`src/rtl/hazard_pkg.sv`:
```
// Shared types and constants for the ID-stage hazard controller.
// Provides MDU FSM state encoding, reg-0 constant and operand-match helper.
package hazard_pkg;

  typedef enum logic {
    MDU_IDLE = 1'b0,
    MDU_BUSY = 1'b1
  } mdu_state_e;

  localparam logic [4:0] REG_ZERO = 5'd0;
  localparam int unsigned MDU_CNT_W = 6;

  // r feeds one of the ID operands; r0 is hardwired and never hazards
  function automatic logic reg_match(
    input logic [4:0] r,
    input logic [4:0] rs,
    input logic [4:0] rt,
    input logic       uses_rt
  );
    return (r != REG_ZERO) &&
           ((r == rs) || (uses_rt && (r == rt)));
  endfunction

endpackage

```
`src/rtl/mdu_busy_tracker.sv`:
```
// Tracks MULT/DIV occupancy: IDLE -> BUSY on issue, back after LATENCY-1 cycles.
// Ports: clk, rst (sync, active-high), issue (in); busy (out, = state==BUSY).
module mdu_busy_tracker
  import hazard_pkg::*;
#(
  parameter int unsigned LATENCY = 32
) (
  input  logic clk,
  input  logic rst,
  input  logic issue,
  output logic busy
);

  localparam logic [MDU_CNT_W-1:0] CNT_INIT =
    MDU_CNT_W'(LATENCY - 1);
  localparam logic [MDU_CNT_W-1:0] CNT_ONE =
    MDU_CNT_W'(1);

  mdu_state_e           state;
  logic [MDU_CNT_W-1:0] cnt;

  always_ff @(posedge clk) begin
    if (rst) begin
      state <= MDU_IDLE;
      cnt   <= '0;
    end else begin
      unique case (state)
        MDU_IDLE: begin
          if (issue) begin
            state <= MDU_BUSY;
            cnt   <= CNT_INIT;
          end
        end
        MDU_BUSY: begin
          cnt <= cnt - CNT_ONE;
          if (cnt == CNT_ONE)
            state <= MDU_IDLE;
        end
        default: begin
          state <= MDU_IDLE;
          cnt   <= '0;
        end
      endcase
    end
  end

  assign busy = (state == MDU_BUSY);

endmodule

```
`src/rtl/hazard_ctrl_unit.sv`:
```
// ID-stage hazard control: load-use, branch-operand, MDU stalls and redirect flush.
// In: clk, rst, ID/EX/MEM operand info; out: pc_wr_en, if_id_wr_en, if_id_flush,
// id_ex_bubble, mdu_busy; stall_cnt/flush_cnt only with HAZARD_PERF_CNT_EN.
module hazard_ctrl_unit
  import hazard_pkg::*;
#(
  parameter int unsigned MDU_LATENCY = 32,
  parameter int unsigned CNT_W       = 32
) (
  input  logic             clk,
  input  logic             rst,
  input  logic [4:0]       id_rs,
  input  logic [4:0]       id_rt,
  input  logic             id_uses_rt,
  input  logic             id_is_branch,
  input  logic             id_mdu_op,
  input  logic             id_reads_hilo,
  input  logic             branch_taken,
  input  logic             jump,
  input  logic             ex_mem_read,
  input  logic             ex_reg_write,
  input  logic [4:0]       ex_rd,
  input  logic             mem_mem_read,
  input  logic [4:0]       mem_rd,
  output logic             pc_wr_en,
  output logic             if_id_wr_en,
  output logic             if_id_flush,
  output logic             id_ex_bubble,
  output logic             mdu_busy
`ifdef HAZARD_PERF_CNT_EN
  ,
  output logic [CNT_W-1:0] stall_cnt,
  output logic [CNT_W-1:0] flush_cnt
`endif
);

  logic ex_hit;
  logic mem_hit;
  logic load_use;
  logic br_haz;
  logic mdu_haz;
  logic stall;
  logic busy_q;
  logic sel_rst;
  logic sel_stall;
  logic sel_redir;
  logic sel_run;

  assign ex_hit  = reg_match(ex_rd, id_rs,
                             id_rt, id_uses_rt);
  assign mem_hit = reg_match(mem_rd, id_rs,
                             id_rt, id_uses_rt);

  assign load_use = ex_mem_read && ex_hit;
  assign br_haz   = id_is_branch &&
                    ((ex_reg_write && ex_hit) ||
                     (mem_mem_read && mem_hit));
  assign mdu_haz  = mdu_busy &&
                    (id_reads_hilo || id_mdu_op);
  assign stall    = load_use || br_haz || mdu_haz;

  mdu_busy_tracker #(
    .LATENCY (MDU_LATENCY)
  ) u_mdu (
    .clk   (clk),
    .rst   (rst),
    .issue (id_mdu_op && !stall),
    .busy  (busy_q)
  );

  // state may still read BUSY during the reset cycle
  assign mdu_busy = busy_q && !rst;

  // one-hot selects so the decoder below is truly unique
  assign sel_rst   = rst;
  assign sel_stall = !rst && stall;
  assign sel_redir = !rst && !stall &&
                     (branch_taken || jump);
  assign sel_run   = !rst && !stall &&
                     !(branch_taken || jump);

  always_comb begin
    pc_wr_en     = 1'b1;
    if_id_wr_en  = 1'b1;
    if_id_flush  = 1'b0;
    id_ex_bubble = 1'b0;
    unique case (1'b1)
      sel_rst, sel_stall: begin
        pc_wr_en     = 1'b0;
        if_id_wr_en  = 1'b0;
        id_ex_bubble = 1'b1;
      end
      sel_redir: begin
        if_id_flush  = 1'b1;
      end
      sel_run: begin
        if_id_flush  = 1'b0;
      end
      default: begin
        id_ex_bubble = 1'b0;
      end
    endcase
  end

`ifdef HAZARD_PERF_CNT_EN
  always_ff @(posedge clk) begin
    if (rst) begin
      stall_cnt <= '0;
      flush_cnt <= '0;
    end else begin
      if (stall && (stall_cnt != '1))
        stall_cnt <= stall_cnt + CNT_W'(1);
      if (if_id_flush && (flush_cnt != '1))
        flush_cnt <= flush_cnt + CNT_W'(1);
    end
  end
`endif

endmodule

```
`config.mk`:
```
export PLATFORM = sky130hd
export DESIGN_NAME = hazard_ctrl_unit
export DESIGN_NICKNAME = d
export VERILOG_FILES = /design/src/rtl/hazard_pkg.sv /design/src/rtl/mdu_busy_tracker.sv /design/src/rtl/hazard_ctrl_unit.sv
export SDC_FILE = /design/constraint.sdc
export NUM_CORES = 1
export LEC_CHECK = 0
export ABC_AREA = 1
export CORE_MARGIN = 1
export CORE_UTILIZATION = 45
export CTS_CLUSTER_SIZE = 16
export DETAILED_ROUTE_END_ITERATION = 16
export PLACE_DENSITY = 0.85
export REMOVE_ABC_BUFFERS = 1
export SLEW_MARGIN = 5
export SYNTH_ARGS = -nofsm -noshare
export SYNTH_HDL_FRONTEND = slang
export SYNTH_SLANG_ARGS = --single-unit
```
`constraint.sdc`:
```
create_clock -name clk -period 3.85 [get_ports clk]
set_clock_uncertainty 0.15 [all_clocks]
set_input_delay 0.5775 -clock clk [delete_from_list [all_inputs] [get_ports clk]]
set_output_delay 0.5775 -clock clk [all_outputs]
set_load 0.1 [all_outputs]
```
==> results by stage, run 1 <==
Run status:
- The run finished with clean final reports.

Run:
- The tool flagged a number of max-cap violations equal to 0.

Critical path:
- Across all register-to-register paths, the minimum setup slack is 2.40 ns.
- For the worst setup path, the data required time is 3.12 ns.
- The depth of the worst register-to-register path is 7.
- The reg-to-reg critical path startpoint is u_mdu.busy.
- The endpoint of the most critical register-to-register path is u_mdu.cnt[4].
- The end of the critical path is if_id_flush.
- Tracing the worst setup path back leads to its startpoint at mem_rd[3].
- The setup path with the least slack is of type input port to primary output.
- Of all nets on the critical path, the largest fanout is 5.
- STA classifies the critical path startpoint as an input port.
- STA classifies the critical path endpoint as a primary output.
- Data arrives at the worst endpoint at 2.17 ns.

Final layout:
- The total inserted antenna cells is 0.
- The count of cells in the finished layout, fillers not included, comes to 222.
- The fraction of layout instances using a drive strength above 1 is 0.09645.
- The relative area change from synthesis to final layout is 46.62%.
- For this run, the share of the core covered by cells in the final layout is 0.7065.
- The number of nets in the layout is 231.
- The final non-filler cell area is 1220 sq um.
- The count of fill cells added during filler insertion is 175.

CTS:
- The clock transition at the register clock pins on the worst setup and hold paths after CTS is 0.05 ns.
- TritonCTS built the clock tree.
- The clock latency on the worst-skew pair is 0.25 ns.
- The total clock sinks is 7.
- The number of buffers created by CTS is 3.
- The number of cells upsized or downsized after cts is 0.
- The number of buffers on the longest clock path is 2.
- The tree is rooted in a sky130_fd_sc_hd__clkbuf_4.
- The buffers inserted during post-CTS setup optimization is 0.
- In this run the number of H-tree levels came out at 1.
- The count of hold buffers inserted by post-cts repair is 0.

Floorplan:
- The count of pins on the block boundary is 36.
- From left edge to right edge, the die measures 45 um.
- The starting utilization of the core area is 0.4819.
- The site row count is 15.
- The core region is 1727 sq um.
- The die covers 2025 sq um.
- The height of the chip is 45 um.

Global routing:
- Entering global routing, the biggest net connects 10 pins.
- The via count of the first global-routing pass is 862.
- The overall routing resource usage is 0.2334.
- The global-route wire length before repair is 3519 um.
- The initial antenna violation count is 0.
- The total overflow reported by the global router is 0.

STA:
- The final number of hold-violating endpoints is 0.
- The minimum period implied by the final worst setup slack is 2.898 ns.
- Setup violations remaining at the end of the flow were counted as 0.
- The actual slew at the worst max-slew pin is 0.2805 ns.
- The number of max-slew violations in the final report is 0.
- The total negative slack is 0 ns.
- Setup repair after global routing left no endpoint under its margin.
- Of the available clock period, the critical path in the final layout requires 0.7528.
- Static timing analysis puts the maximum clock frequency at 0.3450 GHz.
- Measured against its own limit, the worst slew margin works out to 0.8128.

Power and ir drop:
- The peak ir drop on the vdd network is 193.0 uV.
- The net switching component of the power is 135.2 uW.
- The internal power of the cells totals 185.0 uW.
- Power spread over the standard cell area amounts to 262.5 nW/um^2.
- The proportion of total power due to net switching is 0.4223.
- For this design the static power due to leakage is 0.6591 nW.
- Overall power consumption after layout is estimated at 320.2 uW.
- The share of total power dissipated in the clock network is 0.213.
- The relative contribution of sequential cells to total power is 0.282.
- The share of total power dissipated in combinational logic is 0.506.

Synth:
- The mean instance size in the synthesized netlist is 5.233 sq um.
- Synthesis inferred 7 register bits.
- The number of distinct library cells after synthesis is 21.
- Yosys attributes the largest share of cell area to sky130_fd_sc_hd__nand2_1 24%, sky130_fd_sc_hd__dfxtp_1 17%, sky130_fd_sc_hd__inv_1 14%.
- The share of the Yosys chip area taken by registers is 0.1684.
- The cell area after synthesis is 832.0 sq um.
- The synthesized instance count is 159.
- The top-area cell type share of the netlist area is 0.2436.
- Of all cell types, the one taking the most synthesized area is sky130_fd_sc_hd__nand2_1.
- Yosys printed 0 warnings.

Drt:
- The iteration-0 DRC count of the detailed router is 22.
- The final antenna-violating net count is 0.
- After detailed routing, the number of remaining DRC violations is 0.
- The total via count after detailed routing is 1,028.
- The post-detailed-routing wire length is 2190 um.
- In the final routed layout, each cell accounts on average for 9.865 um.
- Before antenna repair, the detailed router went through 4 iterations.
- The via count normalized by instance count is 4.631.

Placement:
- Once detailed placement completed, the half-perimeter wirelength came to 1871 um.
- In this run the cell area measured after placement is 1194 sq um.
- The post-placement cell count is 218.
- The global placer's final weighted congestion is 0.9050.
- The count of port buffers added during placement is 35.

Worst hold path:
- The min-delay analysis places its worst path in the category flip-flop to flip-flop.
-- stage by stage --
stage / hold WS [ns] / setup WS [ns]
5_1_grt: 0.3879 / 0.8171
3_3_place_gp: 0.3359 / 1.000
2_1_floorplan: 0.3189 / -0.5475
6_report: 0.3615 / 0.9517
4_1_cts: 0.3616 / 0.9363
3_5_place_dp: 0.3455 / 0.9488
-- logic make-up (layout without fill, tap and decap cells) --
kind of cell | after synthesis | in the layout | synth area share
adder cells (fa/ha/maj) | 2 | 2 | 0.03007
AND/OR/NAND/NOR | 95 | 95 | 0.4917
flip-flops | 7 | 7 | 0.1684
buffers and inverters | 34 | 72 | 0.1579
XOR/XNOR | 3 | 3 | 0.03158
AO/OA/AOI/OAI | 18 | 18 | 0.1203
-- how the worst min path moves through the flow --
stage	start	end	cells after the start
final	u_mdu.cnt[5]	u_mdu.busy	2
after global routing	u_mdu.cnt[5]	u_mdu.busy	2
after CTS	u_mdu.cnt[5]	u_mdu.busy	2
after detailed placement	u_mdu.cnt[5]	u_mdu.busy	2
after global placement	u_mdu.cnt[5]	u_mdu.busy	2
after floorplan	u_mdu.cnt[5]	u_mdu.busy	2
-- cell type report --
type                            instances  area, sq um  share of cell area
Multi-Input combinational cell        118        560.5              0.4595
Timing Repair Buffer                   35        337.8              0.2769
Sequential cell                         7        140.1              0.1149
Inverter                               33        123.9              0.1015
Tap cell                               25        31.28             0.02564
Clock buffer                            4        26.28             0.02154
-- critical path, cell delays in order --
cell,delay [ns]
sky130_fd_sc_hd__clkdlybuf4s50_1,0.48
sky130_fd_sc_hd__nor3_1,0.24
sky130_fd_sc_hd__nand3_1,0.12
sky130_fd_sc_hd__nand3_1,0.08
sky130_fd_sc_hd__inv_1,0.05
sky130_fd_sc_hd__nand2_2,0.08
sky130_fd_sc_hd__nand4_1,0.13
sky130_fd_sc_hd__nor2_1,0.12
sky130_fd_sc_hd__buf_4,0.29
-- per-layer routing --
layer	wire length, um	global-route usage	vias up
li1	-	-	562
met1	1050	0.3154	441
met2	1036	0.3855	25
met3	104	0.06400	0
met4	0	0.01818	0
met5	0	0	-
-- registers in the layout (all words and copies together), names as in the netlist --
| signal | flops |
|---|---|
| u_mdu.cnt | 6 |
| u_mdu.busy | 1 |
-- placed cells by master, fill, tap and decap left out --
cell type                         count
sky130_fd_sc_hd__nor3_1               2
sky130_fd_sc_hd__inv_2                3
sky130_fd_sc_hd__nand4_4              1
sky130_fd_sc_hd__clkbuf_1             1
sky130_fd_sc_hd__xor2_1               1
sky130_fd_sc_hd__o21ai_2              1
sky130_fd_sc_hd__nand4_1              2
sky130_fd_sc_hd__dfxtp_1              7
sky130_fd_sc_hd__nand2_2              3
sky130_fd_sc_hd__clkbuf_4             3
sky130_fd_sc_hd__ha_1                 2
sky130_fd_sc_hd__nor2_1              19
sky130_fd_sc_hd__inv_1               30
sky130_fd_sc_hd__nand2_1             54
sky130_fd_sc_hd__nor2_2               2
sky130_fd_sc_hd__o21ai_0              5
sky130_fd_sc_hd__a21oi_1              8
sky130_fd_sc_hd__xnor2_1              2
sky130_fd_sc_hd__o21ai_1              2
sky130_fd_sc_hd__a21oi_2              1
sky130_fd_sc_hd__nand3_1             12
sky130_fd_sc_hd__buf_4                5
sky130_fd_sc_hd__o21bai_1             1
sky130_fd_sc_hd__clkdlybuf4s50_1     30
-- cell usage after synthesis --
cell type	count
sky130_fd_sc_hd__nand2_1	54
sky130_fd_sc_hd__inv_1	30
sky130_fd_sc_hd__nor2_1	19
sky130_fd_sc_hd__nand3_1	12
sky130_fd_sc_hd__a21oi_1	8
sky130_fd_sc_hd__dfxtp_1	7
sky130_fd_sc_hd__o21ai_0	5
sky130_fd_sc_hd__inv_2	3
sky130_fd_sc_hd__nand2_2	3
sky130_fd_sc_hd__ha_1	2
sky130_fd_sc_hd__nand4_1	2
sky130_fd_sc_hd__nor2_2	2
sky130_fd_sc_hd__nor3_1	2
sky130_fd_sc_hd__o21ai_1	2
sky130_fd_sc_hd__xnor2_1	2
sky130_fd_sc_hd__a21oi_2	1
sky130_fd_sc_hd__buf_4	1
sky130_fd_sc_hd__nand4_4	1
sky130_fd_sc_hd__o21ai_2	1
sky130_fd_sc_hd__o21bai_1	1
sky130_fd_sc_hd__xor2_1	1
-- power groups by stage --
| stage | combinational [mW] | sequential (mW) | clock (mW) |
|---|---|---|---|
| 2_1_floorplan | 0.104 | 0.0891 | 0 |
| 3_3_place_gp | 0.157 | 0.0906 | 0 |
| 3_5_place_dp | 0.161 | 0.0914 | 0 |
| 4_1_cts | 0.162 | 0.0899 | 0.0706 |
| 5_1_grt | 0.178 | 0.0909 | 0.0731 |
| 6_report | 0.162 | 0.0902 | 0.0681 |
No activity file was read; power rests on OpenSTA's default activity.
==> inputs of run 2 (changes only) <==
--- a/config.mk
+++ b/config.mk
@@ -7,10 +7,10 @@
 export LEC_CHECK = 0
 export ABC_AREA = 1
 export CORE_MARGIN = 1
-export CORE_UTILIZATION = 45
+export CORE_UTILIZATION = 42
 export CTS_CLUSTER_SIZE = 16
 export DETAILED_ROUTE_END_ITERATION = 16
-export PLACE_DENSITY = 0.85
+export PLACE_DENSITY = 0.8
 export REMOVE_ABC_BUFFERS = 1
 export SLEW_MARGIN = 5
 export SYNTH_ARGS = -nofsm -noshare
==> constraint.sdc (replaced) <==
create_clock -name clk -period 2.95 [get_ports clk]
set_clock_uncertainty 0.15 [all_clocks]
set_input_delay 0.4425 -clock clk [delete_from_list [all_inputs] [get_ports clk]]
set_output_delay 0.4425 -clock clk [all_outputs]
set_load 0.1 [all_outputs]
==> results by stage, run 2 (synthesis results as in run 1) <==
Critical path:
- The required arrival time at the worst endpoint is 2.36 ns.
- The data arrival time of the critical path is 2.10 ns.
- The critical path is of the input port to primary output type.
- The endpoint class of the critical path is a primary output.
- The worst setup path is launched from an input port.
- In this run the worst path has a maximum fanout of 5.

Final layout:
- Fill cells in the final layout number 167.
- The number of nets in the layout is 231.
- The commonest non-fill, non-tap cell in the layout is sky130_fd_sc_hd__nand2_1.
- Of the cells placed in the final design, the portion with a size suffix greater than 1 is 0.09645.
- The count of placed standard cells in the final layout, fillers left out is 222.
- Leaving out fill and tap cells, the most frequent cells in the layout are 54 x sky130_fd_sc_hd__nand2_1, 30 x sky130_fd_sc_hd__inv_1, 30 x sky130_fd_sc_hd__clkdlybuf4s50_1, 19 x sky130_fd_sc_hd__nor2_1, 12 x sky130_fd_sc_hd__nand3_1.
- The relative area change from synthesis to final layout is 52.63%.
- The utilization of the core after routing is 0.7123.
- Ranked by flip-flop count, first place goes to u_mdu.cnt.
- The total inserted antenna cells is 0.
- The number of flip-flops in the largest register is 6.

CTS:
- In this run, post-CTS hold repair placed 0 buffers.
- Clock latency on the worst-skew pair, taken at its later pin, is 0.24 ns.
- The buffers inserted during post-CTS setup optimization is 0.
- The total clock sinks is 7.
- The number of buffers created by CTS is 3.
- The clock passes through at most 2 buffers.
- In this run the number of H-tree levels came out at 1.
- TritonCTS built the clock tree.
- The number of cells upsized or downsized after cts is 0.
- In this run the clock root is driven by a sky130_fd_sc_hd__clkbuf_4.
- After clock tree synthesis, the clock-pin slew on the worst setup and hold paths is 0.06 ns.

STA:
- The total negative slack is 0 ns.
- The final number of hold-violating endpoints is 0.
- The number of max-slew violations in the final report is 0.
- The total of endpoints with negative setup slack in the final report is 0.
- The worst slew margin relative to its limit is 0.8166.
- Setup repair after global routing left no endpoint under its margin.
- Dividing the final minimum period by the clock period gives 0.9125.
- The upper clock frequency limit is 0.3715 GHz.
- The minimum period implied by the final worst setup slack is 2.692 ns.
- At the pin with the least slew margin, the transition time is 0.2774 ns.

Power and ir drop:
- For this design the static power due to leakage is 0.6764 nW.
- In this run the power density over the cells is 339.8 nW/um^2.
- The peak ir drop on the vdd network is 248.2 uV.

Floorplan:
- The site row count is 15.
- Pin placement for this block handled 36 I/O pins.
- From left edge to right edge, the die measures 46.51 um.
- The area enclosed by the die boundary is 2163 sq um.
- The core outline area is 1783 sq um.
- Measured along the y axis, the die boundary spans 46.51 um.
- For this configuration, the core starts out at a cell density of 0.4667.

Global routing:
- The initial antenna violation count is 0.
- The via count of the first global-routing pass came to 879.
- For this run, the total global-route usage over all layers was measured as 0.2374.
- After global routing the overflow that remains totals 0.
- Entering global routing, the biggest net connects 10 pins.
- The first global-routing pass estimated 3657 um of wire.

Drt:
- The detail-routed net length per standard cell is 10.47 um.
- The detail route stage leaves a number of antenna-violating nets equal to 0.
- The detailed router placed 1,061 vias in this run.
- Wires add up to 2324 um.
- The first routing iteration left 18 violations.
- Dividing the detail-routed via count by the number of cells gives 4.779.
- The total iterations of the first detailed-routing run is 4.
- For this run, design rule violations remaining after detail routing come to 0.

Run:
- The tool flagged a number of max-cap violations equal to 0.

Worst hold path:
- The path class of the tightest hold or removal check is flip-flop to flip-flop.

Placement:
- At the end of routability-driven placement, the weighted congestion stood at 0.9235.
- The post-placement cell count is 218.
- The count of port buffers added during placement is 35.
- The half-perimeter wire length after placement is 1978 um.

Run status:
- The run finished with clean final reports.
-- run 2: per-stage QoR --
step / power (mW) / hold WS, ns / cell area [sq um] / setup WS [ns]
floorplan: 0.2519 / 0.3189 / 824.5 / -1.199
global route: 0.4638 / 0.3990 / 1270 / 0.04846
detailed placement: 0.3467 / 0.3493 / 1244 / 0.2729
CTS: 0.4348 / 0.3618 / 1270 / 0.2561
finish: 0.4316 / 0.3666 / 1270 / 0.2580
global placement: 0.3408 / 0.3375 / 1244 / 0.2878
-- run 2: final cells by class --
cell class                 instances  area, sq um  area share
clock buffer                       4        26.28     0.02069
timing repair buffer              35        387.9      0.3054
inverter                          33        123.9     0.09754
tap                               25        31.28     0.02463
multi-input combinational        118        560.5      0.4414
sequential                         7        140.1      0.1103
-- run 2: layer usage --
metal / track usage / share of wire / vias to the layer above
met5: 0 / 0 / -
met4: 0.06471 / 0.0069 / 0
met3: 0.03922 / 0.084 / 4
met2: 0.3889 / 0.46 / 49
met1: 0.3162 / 0.45 / 448
li1: - / - / 560
-- run 2: final timing paths --
check	start	end	slack, ns	depth (start not counted)
setup reg to reg	u_mdu.busy	u_mdu.cnt[0]	1.54	7
hold / removal	u_mdu.cnt[5]	u_mdu.busy	0.37	2
setup / recovery	mem_rd[3]	if_id_flush	0.26	9
hold reg to reg	u_mdu.cnt[5]	u_mdu.busy	0.37	2
-- run 2: power breakdown --
| part | internal, mW | switching, mW |
|---|---|---|
| Sequential | 0.106 | 0.0111 |
| Combinational | 0.0964 | 0.132 |
| Clock | 0.0515 | 0.0341 |
| Total | 0.254 | 0.177 |
-- run 2: critical path: stages --
cell and delay (ns):
sky130_fd_sc_hd__clkdlybuf4s50_1 0.49, sky130_fd_sc_hd__nor3_1 0.22, sky130_fd_sc_hd__nand3_1 0.11, sky130_fd_sc_hd__nand3_1 0.08
sky130_fd_sc_hd__inv_1 0.05, sky130_fd_sc_hd__nand2_2 0.09, sky130_fd_sc_hd__nand4_1 0.18, sky130_fd_sc_hd__nor2_1 0.23
sky130_fd_sc_hd__buf_12 0.20
==> inputs of run 3 (changes only) <==
--- a/config.mk
+++ b/config.mk
@@ -16,3 +16,4 @@
 export SYNTH_ARGS = -nofsm -noshare
 export SYNTH_HDL_FRONTEND = slang
 export SYNTH_SLANG_ARGS = --single-unit
+export TNS_END_PERCENT = 20
==> results of run 3 <==
Final layout, timing and power as in run 2 (identical DEF).
